File: config.mk
export PLATFORM = sky130hd
export DESIGN_NAME = serial_addsub_flat
export DESIGN_NICKNAME = d
export VERILOG_FILES = /design/src/rtl/serial_addsub_if.sv /design/src/rtl/serial_addsub.sv /design/src/flat_wrapper.sv
export SDC_FILE = /design/constraint.sdc
export NUM_CORES = 1
export LEC_CHECK = 0
export ABC_AREA = 1
export CORE_AREA = 2 2 39 41
export DETAILED_ROUTE_END_ITERATION = 6
export DIE_AREA = 0 0 41 43
export PLACE_DENSITY = 0.72
export SYNTH_ARGS = -nofsm -noshare
export SYNTH_HDL_FRONTEND = slang
export SYNTH_SLANG_ARGS = --single-unit
File: constraint.sdc
create_clock -name clk_i -period 2.5 [get_ports clk_i]
set_input_delay 0.25 -clock clk_i [delete_from_list [all_inputs] [get_ports clk_i]]
set_output_delay 0.25 -clock clk_i [all_outputs]
set_load 0.05 [all_outputs]
File: src/rtl/serial_addsub_if.sv
// Digit-serial add/subtract bus.
//   master: drives valid_i/start_i/sub_i/x_i/y_i and observes the results.
//   slave : the adder side. It consumes the operand digits and drives
//           sum_o/valid_o/last_o/cout_o/ovf_o/busy_o.
interface serial_addsub_if #(
  parameter int DIGIT = 1
);
  logic             valid_i;
  logic             start_i;
  logic             sub_i;
  logic [DIGIT-1:0] x_i;
  logic [DIGIT-1:0] y_i;
  logic [DIGIT-1:0] sum_o;
  logic             valid_o;
  logic             last_o;
  logic             cout_o;
  logic             ovf_o;
  logic             busy_o;

  modport master (
    output valid_i, start_i, sub_i, x_i, y_i,
    input  sum_o, valid_o, last_o, cout_o, ovf_o, busy_o
  );

  modport slave (
    input  valid_i, start_i, sub_i, x_i, y_i,
    output sum_o, valid_o, last_o, cout_o, ovf_o, busy_o
  );
endinterface

File: src/rtl/serial_addsub.sv
// Digit-serial two's-complement adder/subtractor.
// Words of WIDTH bits arrive LSB-first, DIGIT bits per cycle.
// The result digit is registered, so it appears one cycle after acceptance.
// The MSB digit carries last_o, together with the word's carry-out and
// signed-overflow flags.
//   clk_i : clock, rising edge
//   rst_i : asynchronous reset, active-high
//   bus   : serial_addsub_if slave
//           in : valid_i, start_i, sub_i, x_i, y_i
//           out: sum_o, valid_o, last_o, cout_o, ovf_o, busy_o
module serial_addsub #(
  parameter int WIDTH = 8,
  parameter int DIGIT = 1
) (
  input  logic              clk_i,
  input  logic              rst_i,
  serial_addsub_if.slave    bus
);
  localparam int NDIG = WIDTH / DIGIT;
  localparam int CW   = (NDIG > 1) ? $clog2(NDIG) : 1;

  typedef enum logic {IDLE, RUN} state_t;

  state_t           state;
  logic [CW-1:0]    cnt;
  logic             c;
  logic             m;

  logic             accept;
  logic             mode;
  logic             cin;
  logic [DIGIT-1:0] yx;
  logic [DIGIT:0]   full;
  logic             cmsb;
  logic [CW-1:0]    cur_cnt;
  logic             is_last;

  always_comb begin
    accept  = bus.valid_i && (bus.start_i || state == RUN);
    // A start digit takes its mode and carry-in from sub_i directly.
    // This lets a new word restart the datapath in the same cycle,
    // including an abort of a word already in RUN.
    mode    = bus.start_i ? bus.sub_i : m;
    cin     = bus.start_i ? bus.sub_i : c;
    cur_cnt = bus.start_i ? '0 : cnt;
    yx      = bus.y_i ^ {DIGIT{mode}};
    full    = {1'b0, bus.x_i} + {1'b0, yx} + {{DIGIT{1'b0}}, cin};
    // Carry into the top bit of the digit is recovered from its sum bit.
    cmsb    = full[DIGIT-1] ^ bus.x_i[DIGIT-1] ^ yx[DIGIT-1];
    is_last = (cur_cnt == CW'(NDIG - 1));
  end

  always_ff @(posedge clk_i or posedge rst_i) begin
    if (rst_i) begin
      state       <= IDLE;
      cnt         <= '0;
      c           <= 1'b0;
      m           <= 1'b0;
      bus.sum_o   <= '0;
      bus.valid_o <= 1'b0;
      bus.last_o  <= 1'b0;
      bus.cout_o  <= 1'b0;
      bus.ovf_o   <= 1'b0;
      bus.busy_o  <= 1'b0;
    end else begin
      bus.valid_o <= accept;
      bus.last_o  <= accept && is_last;
      bus.cout_o  <= accept && is_last && full[DIGIT];
      bus.ovf_o   <= accept && is_last && (cmsb ^ full[DIGIT]);
      if (accept) begin
        bus.sum_o <= full[DIGIT-1:0];
        c         <= full[DIGIT];
        m         <= mode;
        if (is_last) begin
          state      <= IDLE;
          cnt        <= '0;
          bus.busy_o <= 1'b0;
        end else begin
          state      <= RUN;
          cnt        <= cur_cnt + CW'(1);
          bus.busy_o <= 1'b1;
        end
      end
    end
  end
endmodule

File: src/flat_wrapper.sv
// flat-port wrapper written by rule: the top's interface ports become plain ports
module serial_addsub_flat 
#(
  parameter int WIDTH = 8,
  parameter int DIGIT = 1
)
  (clk_i, rst_i, bus_valid_i, bus_start_i, bus_sub_i, bus_x_i, bus_y_i, bus_sum_o, bus_valid_o, bus_last_o, bus_cout_o, bus_ovf_o, bus_busy_o);
  serial_addsub_if #(.DIGIT(DIGIT)) bus_i ();
  input  logic clk_i;
  input  logic rst_i;
  input wire logic [$bits(bus_i.valid_i)-1:0] bus_valid_i;
  input wire logic [$bits(bus_i.start_i)-1:0] bus_start_i;
  input wire logic [$bits(bus_i.sub_i)-1:0] bus_sub_i;
  input wire logic [$bits(bus_i.x_i)-1:0] bus_x_i;
  input wire logic [$bits(bus_i.y_i)-1:0] bus_y_i;
  output wire logic [$bits(bus_i.sum_o)-1:0] bus_sum_o;
  output wire logic [$bits(bus_i.valid_o)-1:0] bus_valid_o;
  output wire logic [$bits(bus_i.last_o)-1:0] bus_last_o;
  output wire logic [$bits(bus_i.cout_o)-1:0] bus_cout_o;
  output wire logic [$bits(bus_i.ovf_o)-1:0] bus_ovf_o;
  output wire logic [$bits(bus_i.busy_o)-1:0] bus_busy_o;
  assign bus_i.valid_i = bus_valid_i;
  assign bus_i.start_i = bus_start_i;
  assign bus_i.sub_i = bus_sub_i;
  assign bus_i.x_i = bus_x_i;
  assign bus_i.y_i = bus_y_i;
  assign bus_sum_o = bus_i.sum_o;
  assign bus_valid_o = bus_i.valid_o;
  assign bus_last_o = bus_i.last_o;
  assign bus_cout_o = bus_i.cout_o;
  assign bus_ovf_o = bus_i.ovf_o;
  assign bus_busy_o = bus_i.busy_o;
  serial_addsub #(.WIDTH(WIDTH), .DIGIT(DIGIT)) u_core (.clk_i(clk_i), .rst_i(rst_i), .bus(bus_i));
endmodule
==> flow_metrics.tcl, run 1 <==
set metrics [dict create \
    status "complete, no violations" \
    clockRootBuffer "clkbuf_4" \
    cp_max_fo 8 \
    clk_pin_slew_ns 0.08 \
    finClkSkew_ns 0.00612 \
    hold_buffers 0 \
    dieHeight_um 43 \
    post-place-ws_ns 0.374 \
    syn2layout_area_growth_pct 24.2 \
    synth_area_leaders "dfrtp_1, nand2_1, inv_1, ha_1, o21ai_2" \
    wl_per_cell_um 10.5 \
    placed_area_um2 712 \
    antennaDiodeCount 0 \
    drive_above_1_share 0.0976 \
    io_buffers 12 \
    setup_viol 0 \
    drtPass1Iterations 4 \
    syn_inst 68 \
    syn_avg_cell_area_um2 8.74 \
    cts_sinks 11 \
    rsz0062_at_grt "no" \
    cts_max_level 1 \
    timing.rr.start "u_core.m" \
    gp_congestion 0.777 \
    cts_tree "yes" \
    design_area_um2 738 \
    tightest_slew_ns 0.494 \
    dr.first_iter.drc_count 14 \
    rows 14 \
    synth_cell_types 14 \
    seqCellArea_um2 275 \
    multiInputGateArea_um2 255 \
    grt_pass1_vias 401 \
    crit_start "bus_start_i" \
    grt_max_degree 12 \
    ant_nets 0 \
    start_kind "input pin" \
    core_area_um2 1380 \
    r2r_end "u_core.bus.ovf_o" \
    die-area_um2 1760 \
    critPathCaptureType "flip-flop" \
    reg2reg_slack_ns 0.97 \
    fmaxAchievable_mhz 536 \
    setup_slack_ns 0.633 \
    synth_warnings 0 \
    final_common_cell "nand2_1" \
    clock_latency_ns 0.28 \
    grt.total_usage 0.140 \
    drc 0 \
    post_cts_buffers 0 \
    cts_buffer_depth 2 \
    layout_common_cells "nand2_1, clkdlybuf4s50_1, inv_1, dfrtp_1, nor2_1" \
    p_per_area_nw_per_um2 660 \
    num-nets-final 94 \
    reg2reg_depth 9 \
    finalWirelength_um 1030 \
    arrival_ns 2.04 \
    crit_type "input pin to flip-flop" \
    dpl.hpwl_um 749 \
    crit_required_ns 2.67 \
    fill_cells 132 \
    numCtsBuffers 3 \
    grt_antenna_before_repair 0 \
    finalMaxSlewViolations 0 \
    finalCritPeriodShare 0.747 \
    grt_overflow 0 \
    synth-seq-cells 11 \
    relSlewSlack 0.670 \
    post-route-util 0.533 \
    finalHoldViolCount 0 \
    vias 467 \
    p_leak_nw 0.390 \
    via_per_inst 4.77 \
    synth_top_area_frac 0.463 \
    ys_seq_area_frac 0.463 \
    syn_nets 79 \
    post-route-min-period_ns 1.87 \
    hold_class "input pin to asynchronous set/reset pin" \
    ir_drop_v 0.000276 \
    initial_utilization 0.429 \
    grt_first_pass_wirelength_um 1660 \
    cts_resized 0 \
    ioPinCount 13 \
    die_w_um 41 \
    setup_tns_ns 0 \
    synth_area_um2 594 \
    drv_cap 0 \
    yosys.area.top_type "dfrtp_1" \
]
kinds of logic after synthesis:
kind of cell,count (synthesis),share of synthesized area
AO/OA/AOI/OAI,7,0.114
adder cells (fa/ha/maj),4,0.0969
buffers and inverters,13,0.107
flip-flops,11,0.463
AND/OR/NAND/NOR,33,0.219
Yosys cell counts (all sizes together):
library cell / count
o21ai: 6
nand3b: 1
o21a: 1
fa: 1
nand3: 2
ha: 3
nor2: 5
inv: 11
buf: 2
dfrtp: 11
nand2: 25
critical path: stages:
cell	delay [ns]
clkdlybuf4s50_1	0.59
nand2_1	0.20
o21ai_0	0.15
nand2_1	0.10
nand2_1	0.07
fa_1	0.43
inv_1	0.08
nand3_1	0.07
nand2_1	0.07
nor2_1	0.04
routing by layer:
metal / part of all wire / GRT usage / up-vias
met5: 0 / 0 / -
met4: 0.024 / 0.100 / 0
met3: 0.046 / 0.0157 / 4
met2: 0.47 / 0.200 / 17
met1: 0.45 / 0.186 / 214
li1: - / - / 232
power by group:
group / total [W] / internal, W / switching [W]
Sequential: 0.000215 / 0.000201 / 0.0000141
Clock: 0.000130 / 0.0000619 / 0.0000676
Combinational: 0.000143 / 0.0000558 / 0.0000870
Total: 0.000488 / 0.000319 / 0.000169
cell type report:
| cell class | count | share of cell area |
|---|---|---|
| flip-flops and latches | 11 | 0.373 |
| multi-input cells | 44 | 0.346 |
| repair buffers | 12 | 0.163 |
| inverters | 11 | 0.0559 |
| clock buffers | 4 | 0.0356 |
| well taps | 16 | 0.0271 |
stage by stage:
step           hold WS, ns  power (W)  instances
2_1_floorplan        0.102   0.000325         68
3_3_place_gp         0.463   0.000358         94
3_5_place_dp         0.467   0.000361         94
4_1_cts              0.286   0.000487         98
5_1_grt              0.324   0.000517         98
6_report             0.265   0.000488         98
worst max-delay path by stage:
stage                            end  slack, ns  cells after the start
floorplan           u_core.bus.ovf_o       1.09                     10
global placement    u_core.bus.ovf_o       0.44                      9
detailed placement  u_core.bus.ovf_o       0.37                     10
CTS                 u_core.bus.ovf_o       0.66                     10
global route        u_core.bus.ovf_o       0.53                     10
finish              u_core.bus.ovf_o       0.63                     10
registers in the layout (all words and copies together), names as in the netlist:
name                cells
u_core.cnt              3
u_core.bus.valid_o      1
u_core.m                1
u_core.bus.sum_o        1
u_core.bus.cout_o       1
u_core.bus.ovf_o        1
u_core.bus.last_o       1
u_core.c                1
u_core.bus.busy_o       1
(Power assumes the default switching activity.)
==> run 2, diff against run 1 <==
- CORE_AREA: 2 2 39 41 -> not set
- CORE_MARGIN: not set -> 2
- CORE_UTILIZATION: not set -> 42
- DIE_AREA: 0 0 41 43 -> not set
- PLACE_DENSITY: 0.72 -> 0.71
- clock period: 2.5 -> 1.7 ns (I/O delays scaled with it)
==> run 2 against run 1 <==
Compared with the run above: first-iteration DRC count decreased by 21%; combinational power grew 57%; final cell count grew 4.1%; non-clock buffer count increased by 5; sequential cell count did not move; global-route usage grew 0.79 points; clock skew down 0.0021 ns; sequential power up 47%.
==> flow_metrics.tcl, run 2 (same netlist as run 1, synthesis figures left out) <==
set metrics [dict create \
    die_w_um 41.6 \
    placed_area_um2 746 \
    reg2reg_slack_ns 0.23 \
    grt_max_degree 12 \
    vias 447 \
    crit_required_ns 1.53 \
    timing.rr.start "u_core.m" \
    cts_tree "yes" \
    drc 0 \
    grt_pass1_vias 460 \
    setup_viol 0 \
    fill_cells 114 \
    post-route-min-period_ns 1.57 \
    gp_congestion 0.763 \
    path_buf_inv 1 \
    numCtsBuffers 3 \
    num-nets-final 99 \
    multiInputGateArea_um2 255 \
    hold_class "input pin to asynchronous set/reset pin" \
    layout_common_cells "nand2_1, inv_1, clkdlybuf4s50_1, dfrtp_1, buf_4" \
    grt_first_pass_wirelength_um 1920 \
    crit_family "buffers and inverters" \
    dieHeight_um 41.6 \
    finalMaxSlewViolations 0 \
    dr.first_iter.drc_count 11 \
    fmaxAchievable_mhz 635 \
    crit_path_top_delay_cell "clkdlybuf4s50_1" \
    drv_cap 0 \
    rows 13 \
    relSlewSlack 0.665 \
    grt_antenna_before_repair 0 \
    rsz0062_at_grt "no" \
    status "complete, no violations" \
    die-area_um2 1730 \
    grt_overflow 0 \
    tightest_slew_ns 0.500 \
    p_leak_nw 0.415 \
    via_per_inst 4.38 \
    final_common_cell "nand2_1" \
    finalWirelength_um 999 \
    initial_utilization 0.451 \
    whs_ns 0.191 \
    crit_type "flip-flop to output port" \
    cts_resized 0 \
    critPathCaptureType "output port" \
    cp_cell_sequence "clkdlybuf4s50_1" \
    cts_sinks 11 \
    cts_buffer_depth 2 \
    ir_drop_v 0.000472 \
    regMostFlops "u_core.cnt" \
    finalHoldViolCount 0 \
    grt.total_usage 0.148 \
    drtPass1Iterations 4 \
    crit_start "u_core.bus.sum_o" \
    wl_per_cell_um 9.79 \
    clock_latency_ns 0.27 \
    hold_buffers 0 \
    syn2layout_area_growth_pct 29.9 \
    arrival_ns 1.40 \
    largest_reg_flops 3 \
    design_area_um2 772 \
    clk_pin_slew_ns 0.07 \
    finClkSkew_ns 0.00406 \
    start_kind "flip-flop" \
    p_per_area_nw_per_um2 926 \
    max_stage_delay_ns 0.80 \
    post_cts_buffers 0 \
    antennaDiodeCount 0 \
    cp_max_fo 2 \
    clockRootBuffer "clkbuf_4" \
    seqCellArea_um2 275 \
    core_area_um2 1320 \
    finalCritPeriodShare 0.926 \
    io_buffers 12 \
    ant_nets 0 \
    drive_above_1_share 0.161 \
    cts_max_level 1 \
    ioPinCount 13 \
]
[run 2: cell types whose count changed in the layout (fill, tap and decap cells not counted)]
cell,change
clkdlybuf4s50_1,-1
buf_4,+6
[run 2: cell type report]
| type | count | area share |
|---|---|---|
| Timing Repair Buffer | 17 | 0.201 |
| Tap cell | 15 | 0.0243 |
| Multi-Input combinational cell | 44 | 0.331 |
| Inverter | 11 | 0.0535 |
| Clock buffer | 4 | 0.0340 |
| Sequential cell | 11 | 0.357 |
[run 2: final timing paths]
kind | endpoint | cells after the start
max | bus_sum_o | 1
min | u_core.bus.busy_o | 2
max reg2reg | u_core.bus.ovf_o | 9
min reg2reg | u_core.cnt[2] | 2
max in group asynchronous | u_core.bus.ovf_o | 2
min in group clk_i | u_core.cnt[2] | 2
[run 2: report_power, final]
| part | switching, W | total, W | internal (W) | leakage, nW |
|---|---|---|---|---|
| sequential | 0.0000205 | 0.000316 | 0.000296 | 0.140 |
| clock | 0.0000834 | 0.000174 | 0.0000908 | 0.0150 |
| combinational | 0.000130 | 0.000224 | 0.0000939 | 0.260 |
[run 2: layer usage]
metal	share of wire	GRT usage
met1	0.49	0.187
met2	0.44	0.216
met3	0.068	0.0826
met4	0	0.0387
met5	0	0
[run 2: stage by stage]
| stage | util | power [W] | std cells | TNS (ns) | setup slack, ns |
|---|---|---|---|---|---|
| finish | 0.586 | 0.000715 | 102 | 0 | 0.125 |
| detailed placement | 0.566 | 0.000547 | 98 | -0.110 | -0.110 |
| global route | 0.586 | 0.000772 | 102 | 0 | 0.0318 |
| floorplan | - | 0.000477 | 68 | 0 | 0.339 |
| global placement | 0.566 | 0.000541 | 98 | -0.0716 | -0.0716 |
| CTS | 0.586 | 0.000724 | 102 | 0 | 0.105 |
